===== config.mk =====
export PLATFORM = sky130hd
export DESIGN_NAME = imem_port_sched
export DESIGN_NICKNAME = d
export VERILOG_FILES = /design/src/rtl/imem_port_sched.sv
export SDC_FILE = /design/constraint.sdc
export NUM_CORES = 1
export LEC_CHECK = 0
export CAP_MARGIN = 20
export CORE_MARGIN = 2
export CORE_UTILIZATION = 44
export DETAILED_ROUTE_END_ITERATION = 10
export GPL_TIMING_DRIVEN = 0
export PLACE_DENSITY = 0.72
export SLEW_MARGIN = 30
export SYNTH_ARGS = -nofsm -noshare
export SYNTH_HDL_FRONTEND = slang
export SYNTH_SLANG_ARGS = --single-unit

===== constraint.sdc =====
create_clock -name clk -period 1.5 [get_ports clk]
set_clock_uncertainty 0.05 [all_clocks]
set_input_delay 0.3 -clock clk [delete_from_list [all_inputs] [get_ports clk]]
set_output_delay 0.3 -clock clk [all_outputs]
set_load 0.01 [all_outputs]

===== src/rtl/imem_port_sched.sv =====
// rtl/imem_port_sched.sv - instruction-memory port arbiter between fetch and LWI reads, with redirect flush sequencing
// Optional PERF_CNT_EN adds saturating LWI-stall and flush-entry counters.
module imem_port_sched #(
  parameter int LWI_LAT   = 1,
  parameter int FLUSH_CYC = 2
) (
  input  logic        clk,
  input  logic        rst_n,
  input  logic        stall_hazard,
  input  logic        lwi_req,
  input  logic        flow_change,
  input  logic        btb_hit_ID_EX,
`ifdef PERF_CNT_EN
  output logic [15:0] perf_lwi_stall,
  output logic [15:0] perf_flush,
`endif
  output logic        stall_IM_ID,
  output logic        imem_sel_lwi,
  output logic        lwi_data_vld,
  output logic        flush_IM_ID,
  output logic        flush_ID_EX,
  output logic        redirect_pend
);

  typedef enum logic [1:0] {RUN, LWI_RD, FLUSH} state_t;

  localparam logic [2:0] LWI_INIT   = 3'(LWI_LAT - 1);
  localparam logic [2:0] FLUSH_INIT = 3'(FLUSH_CYC - 1);

  state_t     state;
  logic [2:0] cnt;
  logic       sel_q;
  logic       vld_q;
  logic       flush_q;
  logic       pend_now;
  logic       enter_flush;
  logic       unused_ok;

  // A hit and a miss both redirect; the hit bit only tells the BTB it mispredicted.
  assign unused_ok = btb_hit_ID_EX;

  // A redirect arriving in the final LWI cycle is consumed at once instead of being lost.
  assign pend_now    = redirect_pend | flow_change;
  assign enter_flush = ((state == RUN) && !lwi_req && flow_change) ||
                       ((state == LWI_RD) && (cnt == 3'd0) && pend_now);

  always_ff @(posedge clk or negedge rst_n) begin
    if (!rst_n) begin
      state         <= RUN;
      cnt           <= 3'd0;
      redirect_pend <= 1'b0;
      sel_q         <= 1'b0;
      vld_q         <= 1'b0;
      flush_q       <= 1'b0;
    end else begin
      case (state)
        RUN: begin
          if (lwi_req) begin
            state         <= LWI_RD;
            cnt           <= LWI_INIT;
            sel_q         <= 1'b1;
            vld_q         <= (LWI_INIT == 3'd0);
            flush_q       <= 1'b0;
            redirect_pend <= flow_change;
          end else if (flow_change) begin
            state   <= FLUSH;
            cnt     <= FLUSH_INIT;
            sel_q   <= 1'b0;
            vld_q   <= 1'b0;
            flush_q <= 1'b1;
          end
        end
        LWI_RD: begin
          if (cnt == 3'd0) begin
            sel_q         <= 1'b0;
            vld_q         <= 1'b0;
            redirect_pend <= 1'b0;
            if (pend_now) begin
              state   <= FLUSH;
              cnt     <= FLUSH_INIT;
              flush_q <= 1'b1;
            end else begin
              state <= RUN;
            end
          end else begin
            cnt           <= cnt - 3'd1;
            vld_q         <= (cnt == 3'd1);
            redirect_pend <= pend_now;
          end
        end
        FLUSH: begin
          if (cnt == 3'd0) begin
            state   <= RUN;
            flush_q <= 1'b0;
          end else begin
            cnt <= cnt - 3'd1;
          end
        end
        default: begin
          state         <= RUN;
          cnt           <= 3'd0;
          redirect_pend <= 1'b0;
          sel_q         <= 1'b0;
          vld_q         <= 1'b0;
          flush_q       <= 1'b0;
        end
      endcase
    end
  end

  // Squash wins over any freeze request.
  assign stall_IM_ID  = (stall_hazard | sel_q) & ~flush_q;
  assign imem_sel_lwi = sel_q;
  assign lwi_data_vld = vld_q;
  assign flush_IM_ID  = flush_q;
  assign flush_ID_EX  = flush_q;

`ifdef PERF_CNT_EN
  always_ff @(posedge clk or negedge rst_n) begin
    if (!rst_n) begin
      perf_lwi_stall <= 16'd0;
      perf_flush     <= 16'd0;
    end else begin
      if ((state == LWI_RD) && (perf_lwi_stall != 16'hFFFF))
        perf_lwi_stall <= perf_lwi_stall + 16'd1;
      if (enter_flush && (perf_flush != 16'hFFFF))
        perf_flush <= perf_flush + 16'd1;
    end
  end
`else
  logic unused_enter;
  assign unused_enter = enter_flush;
`endif

endmodule

==> run summary, run 1 <==
Critical path peak fanout: 5
Seq cells post-synth: 9
Die width: 42.05 microns
Fin cells: 93
Remaining Overflow, GRT: 0
Failing checks: setup timing
Most common cell after layout, fill and taps aside: dfrtp_1
Final Max Tran Viols: 0
Final setup vio count: 1
CTS tree: yes
Routed WL: 1461 microns
Number of fill cells in the layout: 121
Worst setup margin: -26.17 ps
CP required: 1610 ps
Slew of the pin with the lowest slew margin: 455.8 ps
Post-synthesis mux area share: 0.02358
Placed insts: 85
Critical path endpoint category: flip-flop
Worst slew margin: 0.6952
Layout cells sized above 1: 0.2949
Clock-pin slew on the worst setup and hold paths: 70 ps
FF-to-FF path depth: 5
Crit path time final: 1526 ps
Initial antenna violation count: 0
DR pass1 iterations: 4
Crit start category: flip-flop
Status: complete, but fails checks
Final core utilization: 0.6135
Largest net degree at the start of global routing: 11
Synth Area in XOR/XNOR: 0.01375
Syn_area_per_cell: 10.61 sq um
Clock sink count: 9
Area growth, synth to finish: 28.49%
I/O Buffers: 10
Top FF cell, synth: dfrtp_1
Async S/R FF share, synth: 1.000
Synth top area share: 0.3536
Fmax: 655.2 MHz
Nets: 88
CTS buffer count: 3
I/O pin total: 12
Peak supply drop: 0.001072 V
Initial Util: 0.4775
Largest family of logic cells by synthesized area: simple AND/OR/NAND/NOR gates
Synth Warn #: 0
DR WL/cell: 15.71 microns
Global-route wire length before repair: 2649 microns
Post-DP HPWL: 934.7 microns
Total power: 0.001762 W
EDFF count, synth: 0
# H-tree levels: 1
Clock root buffer master: clkbuf_4
Vias per cell: 5.860
Sequential element share of the synthesized area: 0.3536
Pleak: 0.3545 nW
Cell area after synthesis: 636.9 sq um
Drt drc: 0
Die height: 42.05 microns
Max Cap Violations: 0
Adder and majority cell fraction of the synthesized area: 0.05894
Clk_lat worst skew: 270 ps
Crit path DAT: 1630 ps
Iteration-0 DRC count of the detailed router: 11
Crit Path Class: flip-flop to flip-flop
Synth Area in Simple Gates: 0.2417
Syn_nets: 69
Pre-CTS setup slack: -323.2 ps
RSZ-0062 raised after global routing: true
ANT nets after route: 0
Number of antenna diodes: 0
Routed vias: 545
Synth Area in Compound Gates: 0.2299
Hold Vio Cnt, Final: 0
PwrDens: 2153 nW/um^2
Commonest cells after routing, fill and taps aside: dfrtp_1, dlygate4sd2_1, buf_4, nor2_1
FP Rows: 13
Reg2reg start: cnt[0]$_DFFE_PN0P_
Gr usage total: 0.2025
Core area: 1334 sq um
Gpl congestion: 0.7539
Worst hold path class: primary input to async pin
Fin crit share: 1.017
Cells after Synth: 60
Synth area leaders: dfrtp_1, ha_1, nor4b_2, o2bb2ai_1, buf_6
Hold-fix buffers, CTS: 0
Largest area contributor in the netlist: dfrtp_1
Distinct cells, synth: 31
Crit Reg-Reg Endpoint: cnt[0]$_DFFE_PN0P_
Vias in the first global route: 573
Clk buf depth: 2
R2r setup slk: -30 ps
Die ar.: 1768 sq um
timing repair:
item,4_1_cts,5_1_grt
setup endpoints to repair,8,2
pin swaps,2,0
setup buffers,4,0
gates resized for setup,13,1
area by class of cell:
class / instances / area (sq um) / area share
buffer: 4 / 35.03 / 0.04281
timing repair buffer: 14 / 116.4 / 0.1422
inverter: 4 / 15.01 / 0.01835
multi-input combinational: 43 / 381.6 / 0.4664
sequential: 9 / 225.2 / 0.2752
tap: 15 / 18.77 / 0.02294
clock buffer: 4 / 26.28 / 0.03211
per-layer routing:
layer | global-route usage | up-vias | wire (microns)
met4 | 0.1375 | 0 | 40
met5 | 0 | - | 0
met3 | 0.03879 | 4 | 39
met2 | 0.2969 | 8 | 674
met1 | 0.2683 | 275 | 707
li1 | - | 258 | -
synth_stat cells, types with 2 or more instances:
master / number
a21oi_1: 3
a31oi_1: 2
buf_6: 2
dfrtp_1: 9
ha_1: 3
inv_1: 4
nand2b_1: 3
nor2_1: 4
nor2b_1: 2
nor3b_1: 2
nor4b_2: 2
o21ai_0: 2
o22ai_1: 2
o2bb2ai_1: 3
sequential cells by signal, summed over array words and instances, names as in the netlist:
signal	flops
state	2
redirect_pend	1
imem_sel_lwi	1
lwi_data_vld	1
cnt	3
flush_ID_EX	1
worst max-delay path, cell delays in order (launching register included):
cell	delay [ps]
dfrtp_1	360
inv_2	60
ha_4	170
and4bb_1	230
a211oi_4	210
mux2_4	320
power breakdown:
| group | switching, W | internal, W | leakage, nW |
|---|---|---|---|
| Sequential | 0.0000958 | 0.000353 | 0.112 |
| Clock | 0.0000985 | 0.000103 | 0.0150 |
| Combinational | 0.000538 | 0.000574 | 0.227 |
| Total | 0.000732 | 0.00103 | 0.355 |
cell families (layout without fill, tap and decap cells):
| group | after synthesis | count (layout) |
|---|---|---|
| simple gates | 18 | 18 |
| compound gates | 20 | 20 |
| mux | 1 | 1 |
| flops | 9 | 9 |
| buf+inv | 8 | 26 |
| xor+xnor | 1 | 1 |
| fa+ha+maj | 3 | 3 |
worst max path at each step:
| stage | slack [ps] | from | cells after the start | to |
|---|---|---|---|---|
| floorplan | -70 | cnt[0]$_DFFE_PN0P_ | 5 | cnt[0]$_DFFE_PN0P_ |
| detailed placement | -320 | lwi_req | 4 | cnt[0]$_DFFE_PN0P_ |
| CTS | -30 | cnt[0]$_DFFE_PN0P_ | 5 | cnt[0]$_DFFE_PN0P_ |
| finish | -30 | cnt[0]$_DFFE_PN0P_ | 5 | cnt[0]$_DFFE_PN0P_ |
| global placement | -320 | lwi_req | 4 | cnt[0]$_DFFE_PN0P_ |
| global route | -100 | cnt[0]$_DFFE_PN0P_ | 5 | cnt[0]$_DFFE_PN0P_ |
through the flow:
stage               setup TNS (ps)  cell area [sq um]  hold WS [ps]
global route                -99.10              818.3         333.9
CTS                         -26.69              823.3         300.8
floorplan                   -74.11              639.4        -45.59
finish                      -26.17              818.3         295.3
detailed placement           -1563              758.2         430.7
global placement             -1386              758.2         425.8
Note: power is estimated with default switching activity, not from simulation.
==> inputs of run 2 (changes only) <==
--- a/config.mk
+++ b/config.mk
@@ -7,10 +7,11 @@
 export LEC_CHECK = 0
 export CAP_MARGIN = 20
 export CORE_MARGIN = 2
-export CORE_UTILIZATION = 44
+export CORE_UTILIZATION = 49
 export DETAILED_ROUTE_END_ITERATION = 10
+export GPL_ROUTABILITY_DRIVEN = 0
 export GPL_TIMING_DRIVEN = 0
-export PLACE_DENSITY = 0.72
+export PLACE_DENSITY = 0.76
 export SLEW_MARGIN = 30
 export SYNTH_ARGS = -nofsm -noshare
 export SYNTH_HDL_FRONTEND = slang
==> constraint.sdc (replaced) <==
create_clock -name clk -period 1.7 [get_ports clk]
set_clock_uncertainty 0.05 [all_clocks]
set_input_delay 0.34 -clock clk [delete_from_list [all_inputs] [get_ports clk]]
set_output_delay 0.34 -clock clk [all_outputs]
set_load 0.01 [all_outputs]
==> run 2 against run 1 <==
The flow now finishes without violations. Count of clock-buffer cells in the layout unchanged. Cell count decreased by 3.2%. Sequential cell count unchanged. Critical endpoint unchanged. Highest routed layer unchanged.
==> run summary, run 2 (same netlist as run 1, synthesis figures left out) <==
Register area: 225.2 sq um (unchanged)
ANT nets after route: 0 (unchanged)
Critical path endpoint category: flip-flop
R2r setup slk: 100 ps (+130 ps)
Largest stage delay on the critical path: 680 ps (+320 ps)
Fin cells: 90 (-3.2%)
Crit path DAT: 1740 ps (+110 ps)
Post-DP HPWL: 919.5 microns (-1.6%)
Vias in the first global route: 517 (-9.8%)
Initial Util: 0.5509 (+0.07338)
Slew of the pin with the lowest slew margin: 424.0 ps (-31.79 ps)
Crit path time final: 1643 ps
Gr usage total: 0.2161 (+0.01360)
Crit start category: primary input
WP buf/inv: 1 (unchanged)
Placed insts: 84 (-1.2%)
CTS buffer count: 3 (unchanged)
Clk buf depth: 2 (unchanged)
Fin crit share: 0.9664
Drt drc: 0 (unchanged)
Worst hold path class: primary input to async pin
Max reg flops: 3 (unchanged)
Iteration-0 DRC count of the detailed router: 15 (+4)
Layout cells sized above 1: 0.2237 (-0.07119)
CP required: 1800 ps (+190 ps)
CP max-delay cell: clkdlybuf4s50_1
Clock-pin slew on the worst setup and hold paths: 70 ps (about the same)
Max Cap Violations: 0 (unchanged)
Critical path peak fanout: 7 (+2)
Fmax: 608.7 MHz
Clock sink count: 9 (unchanged)
PwrDens: 1883 nW/um^2 (-13%)
Worst slew margin: 0.7165 (+0.02126)
Area of the multi-input gates: 369.1 sq um (-3.3%)
Global-route wire length before repair: 2270 microns (-14%)
Die ar.: 1604 sq um (-9.3%)
Initial antenna violation count: 0 (unchanged)
Final core utilization: 0.6959 (+0.08238)
# H-tree levels: 1 (unchanged)
Die width: 40.05 microns (-4.7%)
Top reg by flops: cnt
DR WL/cell: 15.26 microns (-2.9%)
Vias per cell: 5.889 (+0.49%)
Nets: 86 (-2.3%)
Crit Path Class: primary input to flip-flop
RSZ-0062 raised after global routing: false
Status: finished clean
Number of antenna diodes: 0 (unchanged)
CP cell instances: clkdlybuf4s50_1, nor4b_2, a211oi_4, mux2_4
Core area: 1156 sq um (-13%)
Hold WS: 330.9 ps (+35.60 ps)
DR pass1 iterations: 4 (unchanged)
Routed vias: 530 (-2.8%)
Routed WL: 1373 microns (-6.0%)
Remaining Overflow, GRT: 0 (unchanged)
Final Max Tran Viols: 0 (unchanged)
FP Rows: 12 (-1)
CTS tree: yes
Clock root buffer master: clkbuf_4
Largest net degree at the start of global routing: 11 (unchanged)
I/O pin total: 12 (unchanged)
Peak supply drop: 0.001136 V (+6.0%)
Delay-heaviest family, CP: buffers and inverters
Final setup vio count: 0 (-1)
Largest regs: cnt: 3 flops, state: 2 flops
Commonest cells after routing, fill and taps aside: dfrtp_1, clkdlybuf4s50_1, inv_1, nor2_1
Area growth, synth to finish: 26.33%
Hold Vio Cnt, Final: 0 (unchanged)
Die height: 40.05 microns (-4.7%)
Pleak: 0.3443 nW (-2.9%)
Most common cell after layout, fill and taps aside: dfrtp_1
Number of fill cells in the layout: 92 (-24%)
I/O Buffers: 10 (unchanged)
Clk_lat worst skew: 260 ps (about the same)
[run 2: cell types whose count changed in the layout (fill, tap and decap cells not counted)]
cell	delta
buf_4	-2
ha_4	-1
ha_1	+1
clkdlybuf4s50_1	+6
dlymetal6s2s_1	+1
inv_2	-2
inv_1	+2
clkbuf_2	-1
dlygate4sd2_1	-6
[run 2: path summary, 6_finish.rpt]
kind                                          start                   endpoint  depth (start not counted)
setup reg to reg                 cnt[0]$_DFFE_PN0P_         cnt[0]$_DFFE_PN0P_                          5
min in group clk           lwi_data_vld$_DFFE_PN0P_   lwi_data_vld$_DFFE_PN0P_                          1
hold reg to reg            lwi_data_vld$_DFFE_PN0P_   lwi_data_vld$_DFFE_PN0P_                          1
max in group asynchronous                     rst_n  redirect_pend$_DFFE_PN0P_                          1
hold / removal                                rst_n         cnt[1]$_DFFE_PN0P_                          1
setup / recovery                        flow_change         cnt[0]$_DFFE_PN0P_                          4
[run 2: per-stage QoR]
stage	setup TNS, ps	instance area (sq um)	worst slack, ps	total power (W)
after global placement	-332.6	754.5	-179.7	0.001275
after global routing	0	804.5	21.22	0.001624
final	0	804.5	57.14	0.001515
after floorplan	0	636.9	117.7	0.001016
after detailed placement	-385.1	754.5	-177.6	0.001291
after CTS	0	794.5	10.25	0.001496
[run 2: repair_timing]
action | in CTS | in global routing
hold buffers | 0 | 0
setup buffers | 1 | 1
gates resized for setup | 2 | 1
setup endpoints to repair | 3 | 2
[run 2: final cells by class]
class / instances / area share
inverter: 4 / 0.01866
tap: 14 / 0.02177
clock buffer: 4 / 0.03266
timing repair buffer: 12 / 0.1446
sequential: 9 / 0.2799
multi-input combinational: 43 / 0.4588
buffer: 4 / 0.04355
[run 2: per-layer routing]
metal	share of wire	global-route usage
met5	0	0
met2	0.46	0.3508
met4	0.012	0.09483
met3	0.058	0.07222
met1	0.47	0.2569
[run 2: power breakdown]
part / total [W] / internal (W) / switching [W] / leakage [nW]
clock: 0.000172 / 0.0000905 / 0.0000810 / 0.0150
sequential: 0.000394 / 0.000311 / 0.0000829 / 0.112
combinational: 0.000949 / 0.000496 / 0.000452 / 0.217
total: 0.00151 / 0.000898 / 0.000616 / 0.344
